`src/rtl/divider_arbiter.sv`:
```
// divider_arbiter: round-robin sharing of one sequential divider among
// NUM_REQ requesters. Divide-by-zero requests are answered locally.
// Optional feature macro: DIV_ARB_TIMEOUT_EN adds a WAIT-state watchdog that
// answers with an error response after TIMEOUT_CYCLES cycles without a result.
module divider_arbiter #(
    parameter int NUM_REQ        = 4,
    parameter int WIDTH          = 32,
    parameter int TIMEOUT_CYCLES = 64
) (
    input  logic                     clk_in,
    input  logic                     rst_in,
    input  logic [NUM_REQ-1:0]       req_valid_in,
    input  logic [NUM_REQ*WIDTH-1:0] req_dividend_in,
    input  logic [NUM_REQ*WIDTH-1:0] req_divisor_in,
    output logic [NUM_REQ-1:0]       req_ready_out,
    output logic [NUM_REQ-1:0]       resp_valid_out,
    output logic [WIDTH-1:0]         resp_quotient_out,
    output logic [WIDTH-1:0]         resp_remainder_out,
    output logic                     resp_error_out,
    output logic [WIDTH-1:0]         div_dividend_out,
    output logic [WIDTH-1:0]         div_divisor_out,
    output logic                     div_start_out,
    input  logic [WIDTH-1:0]         div_quotient_in,
    input  logic [WIDTH-1:0]         div_remainder_in,
    input  logic                     div_valid_in,
    output logic                     busy_out
);

    localparam int IDX_W = (NUM_REQ > 1) ? $clog2(NUM_REQ) : 1;

    typedef enum logic [1:0] {
        IDLE = 2'd0,
        WAIT = 2'd1,
        ZERO = 2'd2
    } state_t;

    state_t           state_reg;
    logic [IDX_W-1:0] owner_reg;
    logic [IDX_W-1:0] rr_ptr_reg;
    logic [WIDTH-1:0] zero_dividend_reg;

    // Unpacked views of the packed operand buses.
    logic [WIDTH-1:0] dividend_arr [NUM_REQ];
    logic [WIDTH-1:0] divisor_arr  [NUM_REQ];

    generate
        for (genvar gi = 0; gi < NUM_REQ; gi++) begin : g_unpack
            assign dividend_arr[gi] = req_dividend_in[gi*WIDTH +: WIDTH];
            assign divisor_arr[gi]  = req_divisor_in[gi*WIDTH +: WIDTH];
        end
    endgenerate

`ifdef DIV_ARB_TIMEOUT_EN
    localparam int TMR_W = $clog2(TIMEOUT_CYCLES + 1);
    logic [TMR_W-1:0] timer_reg;
`endif

    logic             grant_found;
    logic [IDX_W-1:0] grant_idx;
    logic [IDX_W-1:0] next_ptr;
    logic [IDX_W:0]   cand;

    // Winner = first set request bit scanning upward from rr_ptr with wrap.
    always_comb begin
        grant_found = 1'b0;
        grant_idx   = '0;
        cand        = '0;
        for (int k = 0; k < NUM_REQ; k++) begin
            cand = {1'b0, rr_ptr_reg} + (IDX_W+1)'(k);
            if (cand >= (IDX_W+1)'(NUM_REQ)) begin
                cand = cand - (IDX_W+1)'(NUM_REQ);
            end
            if (!grant_found && req_valid_in[cand[IDX_W-1:0]]) begin
                grant_found = 1'b1;
                grant_idx   = cand[IDX_W-1:0];
            end
        end
        next_ptr = (grant_idx == IDX_W'(NUM_REQ - 1)) ? '0 : grant_idx + 1'b1;
    end

    // Arbitration FSM; every output is registered here.
    always_ff @(posedge clk_in or posedge rst_in) begin
        if (rst_in) begin
            state_reg          <= IDLE;
            owner_reg          <= '0;
            rr_ptr_reg         <= '0;
            zero_dividend_reg  <= '0;
            req_ready_out      <= '0;
            resp_valid_out     <= '0;
            resp_quotient_out  <= '0;
            resp_remainder_out <= '0;
            resp_error_out     <= 1'b0;
            div_dividend_out   <= '0;
            div_divisor_out    <= '0;
            div_start_out      <= 1'b0;
            busy_out           <= 1'b0;
`ifdef DIV_ARB_TIMEOUT_EN
            timer_reg          <= '0;
`endif
        end else begin
            // Pulses default low; data outputs hold their last value.
            req_ready_out  <= '0;
            resp_valid_out <= '0;
            div_start_out  <= 1'b0;
            case (state_reg)
                IDLE: begin
                    if (grant_found) begin
                        owner_reg         <= grant_idx;
                        rr_ptr_reg        <= next_ptr;
                        req_ready_out     <= NUM_REQ'(1) << grant_idx;
                        zero_dividend_reg <= dividend_arr[grant_idx];
                        busy_out          <= 1'b1;
                        if (divisor_arr[grant_idx] == '0) begin
                            // Divider is left untouched for a zero divisor.
                            state_reg <= ZERO;
                        end else begin
                            div_dividend_out <= dividend_arr[grant_idx];
                            div_divisor_out  <= divisor_arr[grant_idx];
                            div_start_out    <= 1'b1;
                            state_reg        <= WAIT;
`ifdef DIV_ARB_TIMEOUT_EN
                            timer_reg        <= '0;
`endif
                        end
                    end
                end
                WAIT: begin
                    if (div_valid_in) begin
                        // A real result always beats a simultaneous timeout.
                        resp_quotient_out  <= div_quotient_in;
                        resp_remainder_out <= div_remainder_in;
                        resp_error_out     <= 1'b0;
                        resp_valid_out     <= NUM_REQ'(1) << owner_reg;
                        busy_out           <= 1'b0;
                        state_reg          <= IDLE;
                    end
`ifdef DIV_ARB_TIMEOUT_EN
                    else if (timer_reg == TMR_W'(TIMEOUT_CYCLES - 1)) begin
                        resp_quotient_out  <= '0;
                        resp_remainder_out <= '0;
                        resp_error_out     <= 1'b1;
                        resp_valid_out     <= NUM_REQ'(1) << owner_reg;
                        busy_out           <= 1'b0;
                        state_reg          <= IDLE;
                    end else begin
                        timer_reg <= timer_reg + 1'b1;
                    end
`endif
                end
                ZERO: begin
                    resp_quotient_out  <= '1;
                    resp_remainder_out <= zero_dividend_reg;
                    resp_error_out     <= 1'b1;
                    resp_valid_out     <= NUM_REQ'(1) << owner_reg;
                    busy_out           <= 1'b0;
                    state_reg          <= IDLE;
                end
                default: begin
                    busy_out  <= 1'b0;
                    state_reg <= IDLE;
                end
            endcase
        end
    end

endmodule

```
`config.mk`:
```
export PLATFORM = sky130hd
export DESIGN_NAME = divider_arbiter
export DESIGN_NICKNAME = d
export VERILOG_FILES = /design/src/rtl/divider_arbiter.sv
export SDC_FILE = /design/constraint.sdc
export NUM_CORES = 1
export LEC_CHECK = 0
export BUFFER_PORTS_ARGS = -buffer_cell sky130_fd_sc_hd__buf_4
export CAP_MARGIN = 25
export CORE_AREA = 8 8 173 175
export CTS_CLUSTER_DIAMETER = 150
export CTS_CLUSTER_SIZE = 25
export DETAILED_ROUTE_END_ITERATION = 10
export DIE_AREA = 0 0 181 183
export PLACE_DENSITY_LB_ADDON = 0.12
export SYNTH_ARGS = -nofsm -noshare
export SYNTH_HDL_FRONTEND = slang
export SYNTH_SLANG_ARGS = --single-unit
```
`constraint.sdc`:
```
create_clock -name clk_in -period 8.49 [get_ports clk_in]
set_input_delay 1.698 -clock clk_in [delete_from_list [all_inputs] [get_ports clk_in]]
set_output_delay 1.698 -clock clk_in [all_outputs]
set_load 0.05 [all_outputs]
```
# Word-level counts from Yosys, hierarchy flattened
# Index checks and enable logic that the tools add are counted.
# totals
input_bits,327
ff_bits,177
wordCells,98
output_inout_bits,139
# classes
bitwise,2
mux,46
n_lt_le_gt_ge,9
addsub,8
n_eq_ne,5
n_reduce_logical,13
shifts,2
# op_table
op,n
2-to-1 mux 32 bit,6
binary-select mux 32 bit (select 2 bit),2
one-hot mux 32 bit (2 select lines),2
logical NOT 32 bit,1
2-to-1 mux 2 bit,12
2-to-1 mux 1 bit,13
>= comparator 3 bit (second input constant),4
less-than comparator 2 x 3 -> 1 bit (second input constant),4
2-to-1 mux 4 bit,3
binary-select mux 1 bit (select 2 bit),4
one-hot mux 4 bit (2 select lines),1
<< shifter 1 x 2 -> 4 bit (first input constant),2
subtractor 2 x 1 -> 2 bit (second input constant),4
adder 2 x 2 -> 3 bit (second input constant),2
AND reduction 2 bit,3
equality test 2 bit (second input constant),2
inequality test 2 bit (second input constant),2
one-hot mux 1 bit (2 select lines),2
one-hot mux 2 bit (2 select lines),1
adder 2 x 1 -> 3 bit (second input constant),1
>= comparator 2 x 3 -> 1 bit (second input constant),1
logical AND 1 bit,3
logical NOT 1 bit,3
NOT 2 -> 3 bit,1
other kinds (6),6

# Logic depth before layout (Yosys ltp)
# depth
ltp_word,22
depth_mapped,14
mapped_depth_nobuf,9

# Least setup slack after synthesis
# No wires, ideal clock.
# synth_path
path_kind,input to register
start,input port req_valid_in[0]
end,register div_divisor_out[10]
t_required_ns,8.362
cell_stages,13
slack_ns,4.307
t_arrival_ns,4.056
n_path_buf,4
setup_time_ns,0.128
cell_sequence,a21oi_1 o21a_1 o22a_1 buf_2 buf_2 buf_2 mux2i_1 mux2_2 nand4_1 nor4_4 a21oi_1 buf_2 mux2_1
# synth_between
elab_chain_cells,19
word_cells_on_any_way,29
cone_classes,mux: 19; bitwise: 2; reduce/logical: 8
# synth_lines
item,line,rtl
"start, declared",12,"input logic [NUM_REQ-1:0] req_valid_in,"
binary-select mux 1 bit (select 2 bit),73,if (!grant_found && req_valid_in[cand[IDX_W-1:0]]) begin
2-to-1 mux 1 bit (implied by the code),73,
2-to-1 mux 1 bit,73,
logical NOT 1 bit,73,
logical AND 1 bit,73,
2-to-1 mux 1 bit,73,
logical NOT 1 bit,73,
logical AND 1 bit,73,
[2 not listed],-,
logical AND 1 bit,73,
2-to-1 mux 2 bit,73,
NOT 2 -> 3 bit (implied by the code),"113, 118",
binary-select mux 32 bit (select 2 bit),"113, 118",
2-to-1 mux 32 bit (implied by the code) (2 in a row),"113, 118",
logical NOT 32 bit,113,if (divisor_arr[grant_idx] == '0) begin
NOT 1 bit (no source line),-,
AND reduction 3 bit (no source line),-,
"end signal, assigned",118,div_divisor_out <= divisor_arr[grant_idx];
"end, declared",21,"output logic [WIDTH-1:0] div_divisor_out,"
# Parallel ways exist; a longest one is shown, timed or not. The select of a mux whose other input is x is not followed.
# A chain may end at the register's enable or synchronous reset.

# Worst setup path in the final report
# layout_path
start,input port req_valid_in[0]
end,register div_divisor_out[12]
# Same word-level chain as after synthesis.

==> results.tsv <==
stage	metric	value	unit
synthesis	post-synth top area cell	dfrtp_1	
route	DRT Pass-1 Iters	4	
synthesis	count leader, synth	nand2_1	
timing	slew margin rel.	0.392	
synthesis	synthesized instance count	944	
clock_tree	clock latency on the worst-skew pair	0.43	ns
floorplan	Initial Util	0.334	
clock_tree	CTS tree	built	
final_layout	fill count	2636	
synthesis	number of synthesized flops with an enable pin	0	
route	Vias/cell	4.67	
route	DRC Markers	0	
synthesis	Area contributors post-synth	dfrtp_1, mux2i_1, nand2_1	
pwr	maximum vdd drop	171	uV
timing	skew final	0.0186	ns
worst_setup_path	CP most frequent cell	buf_4	
route	WL final	34000	um
worst_setup_path	CP endpoint kind	flip-flop	
global_routing	first-pass GRT wire length	51200	um
worst_setup_path	critical path launch point type	input port	
place	gp weighted congestion	0.818	
outcome	status	finished clean	
worst_setup_path	WS Path Type	in2reg	
synthesis	Post-synth top cells	nand2_1, dfrtp_1, mux2i_1	
flow_run	max-cap viol count	0	
final_layout	final net count	1711	
timing	final hold viol count	0	
floorplan	I/O Pins	466	
final_layout	layout overhead on the synthesized area	48.0	%
global_routing	largest net degree at the start of global routing	114	
route	per-cell routed wire length	19.6	um
pwr	total power	5.47	mW
final_layout	share of layout cells above drive strength 1	0.390	
timing	f_max	182	MHz
synthesis	register area share after synthesis	0.485	
floorplan	row count	61	
final_layout	final core utilization	0.494	
timing	Fin Setup TNS	0	ns
clock_tree	CTS sink cnt	177	
clock_tree	Root Driver	clkbuf_16	
route	DRT antenna net count	0	
route	Vias	8114	
final_layout	footprint of the multi-input gates	4210	um2
worst_setup_path	CP max FO	54	
worst_setup_path	Crit-path slowest cell	nor4_1	
place	Buffers on Ports	465	
global_routing	vias in the first global route	8593	
synthesis	synthesized cell area	9120	um2
worst_setup_path	R2R Setup Slk	3.87	ns
synthesis	area fraction of the dominant cell type after synthesis	0.485	
place	Final HPWL DP	26500	um
clock_tree	# resized after CTS	0	
clock_tree	CTS Buf Count	17	
worst_setup_path	CP cell instances	buf_4 -> a21oi_1 -> o21a_1 -> o22a_4 -> buf_4 -> mux2i_1 -> mux2_2 -> nand4_1 -> nor4_1 -> a21oi_4 -> buf_4 -> mux2_1	
global_routing	grt total ovfl	0	
synthesis	syn_nets	1278	
timing	Slew @ Worst Pin	0.904	ns
clock_tree	H-tree depth	4	
floorplan	core area	27300	um2
timing	WHS	0.482	ns
synthesis	post-synthesis cell type count	33	
floorplan	Die H	183	um
pwr	pwr/cell area	405	nW/um2
worst_setup_path	worst endpoint required time	8.79	ns
worst_setup_path	CP peak stage delay	0.72	ns
global_routing	Global Route Usage Sum	0.199	
route	DR iter-0 viols	442	
clock_tree	Post-CTS Setup Bufs	0	
synthesis	Yosys warnings	0	
floorplan	Die Width	181	um
synthesis	Yosys reg bits	177	
global_routing	initial antenna violation count	1	
hold_path	Hold WC Path Type	reg2reg	
pwr	P_leak	6.92	nW
clock_tree	clk buf depth	2	
clock_tree	CTS Hold Buffers Added	0	
synthesis	syn_area_per_cell	9.66	um2
synthesis	Most used DFF post-synth	dfrtp_1	
worst_setup_path	Data arrival, critical path	5.79	ns
synthesis	ys async rst share	1.00	
timing	fin crit period	5.49	ns
timing	final setup vio count	0	
timing	final worst path period share	0.647	
final_layout	register area	4430	um2
clock_tree	CTS clock-pin slew for the worst setup and hold paths	0.08	ns
timing	RSZ-0062 raised after global routing	no	
timing	fin. max-slew vios	0	
floorplan	die area	33100	um2
-- critical path, delay by kind of cell --
kind	cells	cell delay (ns)
mux	3	0.81
compound gates	4	1.22
simple gates	2	0.80
buf+inv	3	1.20
-- cells by family after synthesis --
| family | Yosys count | synth area share |
|---|---|---|
| buffers and inverters | 124 | 0.0575 |
| DFF | 177 | 0.485 |
| and+or+nand+nor | 300 | 0.137 |
| AOI/OAI and AO/OA | 143 | 0.0944 |
| muxes | 193 | 0.216 |
| adders and majority gates | 7 | 0.00960 |
-- cells in the final DEF, fill, tap and decap left out, types with 2 or more instances in the layout --
cell type	instances
nand2_1	236
clkinvlp_4	2
inv_1	57
a22o_1	2
clkinv_4	2
clkbuf_16	17
nand4_1	6
and2_1	4
or4_1	2
nor2_1	7
mux2_1	12
nand3_1	33
ha_1	6
buf_4	479
nor2b_1	2
mux2_2	20
nand2b_1	2
dfrtp_1	177
inv_8	7
mux2i_1	161
clkinv_8	4
o21ai_0	97
o22a_1	33
nor4_1	2
a21oi_1	4
-- report_power, final --
| part | leakage, nW | internal [mW] | switching [mW] |
|---|---|---|---|
| combinational | 4.53 | 1.04 | 2.15 |
| sequential | 2.09 | 1.26 | 0.231 |
| clock | 0.289 | 0.406 | 0.388 |
| total | 6.92 | 2.70 | 2.77 |
-- cell type report --
cell class,count,share of cell area
antenna,1,0.000185
clock buffer,18,0.0325
clock inverter,14,0.0122
inverter,59,0.0170
multi-input combinational,643,0.312
sequential,177,0.328
tap,346,0.0321
timing repair buffer,479,0.266
-- through the flow --
stage	area, um2	std cells	worst slack (ns)
after global routing	13500	1737	2.77
after CTS	13500	1736	3.01
after detailed placement	12900	1704	2.57
after floorplan	9120	944	1.99
final	13500	1737	3.00
after global placement	12900	1704	2.71
-- per-layer routing --
metal  track usage  routed length, um  vias to the layer above  share of wire
met3        0.0657               2370                       29          0.070
met4        0.0505                619                        0          0.018
li1              -                  -                     4061              -
met1         0.230              13700                     3757           0.40
met2         0.352              17300                      267           0.51
met5             0                  0                        -              0
-- path summary, 6_finish.rpt --
path,to,from,cells past startpoint
worst max register to register,div_divisor_out[12]$_DFFE_PP0P_,rr_ptr_reg[1]$_DFFE_PP0P_,11
worst max-delay path,div_divisor_out[12]$_DFFE_PP0P_,req_valid_in[0],12
min in group asynchronous,resp_quotient_out[22]$_DFFE_PP0P_,rst_in,2
max in group asynchronous,zero_dividend_reg[14]$_DFFE_PP0P_,rst_in,3
worst min-delay path,resp_remainder_out[17]$_DFFE_PP0P_,resp_remainder_out[17]$_DFFE_PP0P_,2
worst min register to register,resp_remainder_out[17]$_DFFE_PP0P_,resp_remainder_out[17]$_DFFE_PP0P_,2
Power figures use the tool's default switching activity.
